$ cat config.mk
export PLATFORM = sky130hd
export DESIGN_NAME = pipe_stage_reg
export DESIGN_NICKNAME = d
export VERILOG_FILES = /design/src/rtl/pipe_pkg.sv /design/src/rtl/pipe_stage_reg_sat_counter.sv /design/src/rtl/pipe_stage_reg.sv
export SDC_FILE = /design/constraint.sdc
export NUM_CORES = 1
export LEC_CHECK = 0
export CAP_MARGIN = 15
export CORE_AREA = 2 2 142 144
export DETAILED_ROUTE_END_ITERATION = 7
export DIE_AREA = 0 0 144 146
export PLACE_DENSITY_LB_ADDON = 0.2
export SLEW_MARGIN = 10
export SYNTH_ARGS = -nofsm -noshare
export SYNTH_HDL_FRONTEND = slang
export SYNTH_SLANG_ARGS = --single-unit
$ cat constraint.sdc
create_clock -name clk -period 5.6 [get_ports clk]
set_input_delay 1.12 -clock clk [delete_from_list [all_inputs] [get_ports clk]]
set_output_delay 1.12 -clock clk [all_outputs]
set_load 0.02 [all_outputs]
$ cat src/rtl/pipe_pkg.sv
// pipe_pkg: shared constants and Tnew aging helper for the pipeline stage registers
package pipe_pkg;

    localparam logic [31:0] NOP_INSTR = 32'h0000_0000;
    localparam int TNEW_W_DEF = 3;
    localparam int TNEW_MAX_W = 16;

    function automatic logic [TNEW_MAX_W-1:0] tnew_age(input logic [TNEW_MAX_W-1:0] tnew, input logic dec);
        return (dec && tnew != '0) ? tnew - TNEW_MAX_W'(1) : tnew;
    endfunction

endpackage

$ cat src/rtl/pipe_stage_reg_sat_counter.sv
// sat_counter: saturating up-counter with synchronous clear and async active-low reset
module sat_counter #(
    parameter int W = 16
) (
    input  logic         clk,
    input  logic         reset,
    input  logic         clr,
    input  logic         inc,
    output logic [W-1:0] q
);

    always_ff @(posedge clk or negedge reset) begin
        if (!reset) q <= '0;
        else if (clr) q <= '0;
        else if (inc && !(&q)) q <= q + W'(1);
    end

endmodule

$ cat src/rtl/pipe_stage_reg.sv
// pipe_stage_reg: inter-stage pipeline register with stall, flush, Tnew aging and hazard counters
module pipe_stage_reg
    import pipe_pkg::*;
#(
    parameter int DATA_W        = 32,
    parameter int N_DATA        = 3,
    parameter int TNEW_W        = TNEW_W_DEF,
    parameter int TNEW_DEC      = 1,
    parameter int FLUSH_KEEP_PC = 1,
    parameter int CNT_W         = 16
) (
    input  logic                     clk,
    input  logic                     reset,
    input  logic                     en,
    input  logic                     flush,
    input  logic                     clr_cnt,
    input  logic                     in_valid,
    input  logic [31:0]              in_instr,
    input  logic [31:0]              in_pc,
    input  logic                     in_jump,
    input  logic [TNEW_W-1:0]        in_tnew,
    input  logic [N_DATA*DATA_W-1:0] in_data,
    output logic                     out_valid,
    output logic [31:0]              out_instr,
    output logic [31:0]              out_pc,
    output logic                     out_jump,
    output logic [TNEW_W-1:0]        out_tnew,
    output logic [N_DATA*DATA_W-1:0] out_data,
    output logic [CNT_W-1:0]         stall_cnt,
    output logic [CNT_W-1:0]         bubble_cnt
);

    logic              hold;
    logic              bubble;
    logic [TNEW_W-1:0] tnew_aged;

    always_comb begin
        hold      = !flush && !en;
        bubble    = flush || (en && !in_valid);
        tnew_aged = TNEW_W'(tnew_age(TNEW_MAX_W'(in_tnew), TNEW_DEC != 0));
    end

    // A bubble loaded through an invalid slot must not leak a pending Tnew or jump downstream
    always_ff @(posedge clk or negedge reset) begin
        if (!reset) begin
            out_valid <= 1'b0;
            out_instr <= '0;
            out_pc    <= '0;
            out_jump  <= 1'b0;
            out_tnew  <= '0;
            out_data  <= '0;
        end else if (flush) begin
            out_valid <= 1'b0;
            out_instr <= NOP_INSTR;
            out_pc    <= (FLUSH_KEEP_PC != 0) ? in_pc : '0;
            out_jump  <= 1'b0;
            out_tnew  <= '0;
            out_data  <= '0;
        end else if (en) begin
            out_valid <= in_valid;
            out_instr <= in_instr;
            out_pc    <= in_pc;
            out_jump  <= in_valid && in_jump;
            out_tnew  <= in_valid ? tnew_aged : '0;
            out_data  <= in_data;
        end
    end

    sat_counter #(.W(CNT_W)) u_stall_cnt (
        .clk   (clk),
        .reset (reset),
        .clr   (clr_cnt),
        .inc   (hold),
        .q     (stall_cnt)
    );

    sat_counter #(.W(CNT_W)) u_bubble_cnt (
        .clk   (clk),
        .reset (reset),
        .clr   (clr_cnt),
        .inc   (bubble),
        .q     (bubble_cnt)
    );

endmodule

==> flow_metrics.tcl <==
set metrics [dict create \
    required_ns 5.92 \
    ys_types 44 \
    reg2reg_depth 5 \
    initial_core_util 0.433 \
    power.leakage_nw 5.91 \
    power_mw 3.41 \
    period_needed_ns 3.04 \
    max_slew.worst_pin.slew_ns 1.03 \
    die_y_um 146 \
    finalInstanceArea_mm2 0.0129 \
    holdWs_ns 0.467 \
    synth_area_leaders "dfrtp_1 59%, mux2i_1 16%, nor2_1 6.6%" \
    dp_hpwl_um 17700 \
    grt_pass1_vias 6921 \
    gr-total-overflow 0 \
    h-tree-depth 4 \
    grt_pass1_wl_um 38300 \
    path_cells "buf_6 > nor2b_1 > o211ai_1 > nor4b_1 > mux2_2" \
    hold_buffers 0 \
    peakVddDrop_mv 0.196 \
    core_mm2 0.0193 \
    synth-seq-area-share 0.589 \
    synth_area_leader_cell "dfrtp_1" \
    num_vias 6899 \
    path_buf_inv 1 \
    die-area_mm2 0.0210 \
    final.period_utilization 0.543 \
    cpPeakStageDelay_ns 0.73 \
    cap_violations 0 \
    worstSetupEndpointType "flip-flop" \
    fin_tns_setup_ns 0 \
    syn_nets 944 \
    cp.depth 5 \
    remaining_drc_errors 0 \
    drt-total-wl_um 24700 \
    hold_path_end "out_pc[1]$_DFFE_PN0N_" \
    hp-class "flip-flop to flip-flop" \
    synth_edf_count 0 \
    pin_count 367 \
    skew_ns 0.0127 \
    root_buffer "clkbuf_16" \
    cts_resized 0 \
    layout-drive-gt1-share 0.0513 \
    path_class "input pin to flip-flop" \
    r2r-end "u_stall_cnt.q[14]$_DFFE_PN0P_" \
    routabilityCongestion 0.819 \
    rsz0062_at_grt "no" \
    cts_setup_buffers 0 \
    cts_buffers 17 \
    clock_path_buffers 2 \
    final-instance-count-excl-fill 1397 \
    cp_max_fo 84 \
    yosysTopAreaCellShare 0.589 \
    wl_per_cell_um 17.7 \
    fin_nets 1292 \
    yosysWarningCount 0 \
    cts_tree "done" \
    finalMaxSlewViolations 0 \
    avgSynthCellArea_um2 10.9 \
    hp-start "out_pc[1]$_DFFE_PN0N_" \
    ys.flop_type "dfrtp_1" \
    status "finished, final reports clean" \
    vias_per_cell 4.94 \
    reg2reg_slack_ns 3.39 \
    cts.sinks 197 \
    grt_max_degree 114 \
    grt_antenna_before_repair 1 \
    yosysMostFrequentCell "dfrtp_1" \
    cp.arrival_ns 3.36 \
    holdPathStages 2 \
    place.port_buffers 366 \
    crit_family "simple AND/OR/NAND/NOR gates" \
    r2r-start "u_stall_cnt.q[0]$_DFFE_PN0P_" \
    startpoint_type "input pin" \
    power_density_mw_per_mm2 265 \
    dr.pass1.iters 6 \
    antenna_left 0 \
    max_freq_ghz 0.329 \
    hold_violations 0 \
    synthCells 770 \
    netlist_area_mm2 0.00837 \
    drt-initial-drc-count 386 \
    ys_seq_elements 197 \
    slowest_stage "buf_6" \
    grt.total_usage 0.233 \
    clk-insertion-delay-late_ns 0.43 \
    syn_to_final_growth_pct 53.7 \
    row_count 51 \
    dp.cells 1364 \
    synthTopCellsByCount "197 x dfrtp_1, 147 x nor2_1, 130 x mux2i_1" \
    placed_cell_area_mm2 0.0122 \
    clkTransAtPathRegs_ns 0.08 \
    setup_viol 0 \
    synth_async_sr_flop_share 1.00 \
    max_slew_margin 0.311 \
    die_w_um 144 \
]
-- where the power goes --
part           total, mW  leakage, nW  internal, mW  switching (mW)
Sequential          1.54         2.59          1.50          0.0445
Clock               1.28        0.301         0.683           0.592
Combinational      0.592         3.02         0.303           0.288
-- placed cells by master (no fill, tap or decap), drive strengths merged, types with 11 or more instances in the layout --
master and instances:
dfrtp 197, nand2 113, a21oi 16, nor2b 11, mux2 11, mux2i 130
nor2 147, clkdlybuf4s50 363, clkbuf 19, buf 11
-- sequential cells by signal, summed over array words and instances, names as in the netlist --
register / cells
out_jump: 1
out_pc: 32
out_instr: 32
u_stall_cnt.q: 16
out_valid: 1
out_tnew: 3
u_bubble_cnt.q: 16
out_data: 96
-- cell families (layout without fill, tap and decap cells) --
logic type | Yosys count | in the layout | share of synthesized area
mux | 141 | 141 | 0.170
compound gates | 51 | 51 | 0.0408
other cells | 0 | 1 | 0
xor+xnor | 1 | 1 | 0.00105
fa+ha+maj | 4 | 4 | 0.00598
flops | 197 | 197 | 0.589
buf+inv | 50 | 411 | 0.0247
simple gates | 326 | 326 | 0.168
-- worst min-delay path, stage by stage (launching register included) --
cell and delay, ns:
dfrtp_1 0.34, nand2_1 0.05, nand2_1 0.04
-- per-layer routing --
metal | vias to the layer above | GRT usage | part of all wire
met1 | 3274 | 0.278 | 0.39
met2 | 273 | 0.386 | 0.48
met3 | 39 | 0.0833 | 0.097
li1 | 3313 | - | -
met5 | - | 0 | 0
met4 | 0 | 0.0882 | 0.029
-- metrics by stage --
step	setup WS [ns]	util
3_3_place_gp	2.14	0.633
6_report	2.56	0.665
3_5_place_dp	2.09	0.633
4_1_cts	2.56	0.665
2_1_floorplan	2.88	-
5_1_grt	2.39	0.665
-- area by class of cell --
type	instances	area, um2
inverter	4	15.0
clock buffer	18	429
clock inverter	14	188
fill	1556	6470
antenna	1	2.50
multi-input combinational	523	3240
tap	265	332
timing repair buffer	375	3730
sequential	197	4930
-- how the worst max path moves through the flow --
| stage | from | endpoint | slack, ns |
|---|---|---|---|
| after global routing | en | u_bubble_cnt.q[11]$_DFFE_PN0P_ | 2.39 |
| after floorplan | flush | u_stall_cnt.q[14]$_DFFE_PN0P_ | 2.88 |
| after detailed placement | en | u_bubble_cnt.q[11]$_DFFE_PN0P_ | 2.09 |
| after CTS | en | u_bubble_cnt.q[11]$_DFFE_PN0P_ | 2.56 |
| final | en | u_bubble_cnt.q[11]$_DFFE_PN0P_ | 2.56 |
| after global placement | en | u_bubble_cnt.q[11]$_DFFE_PN0P_ | 2.14 |
No activity file was read; power rests on OpenSTA's default activity.
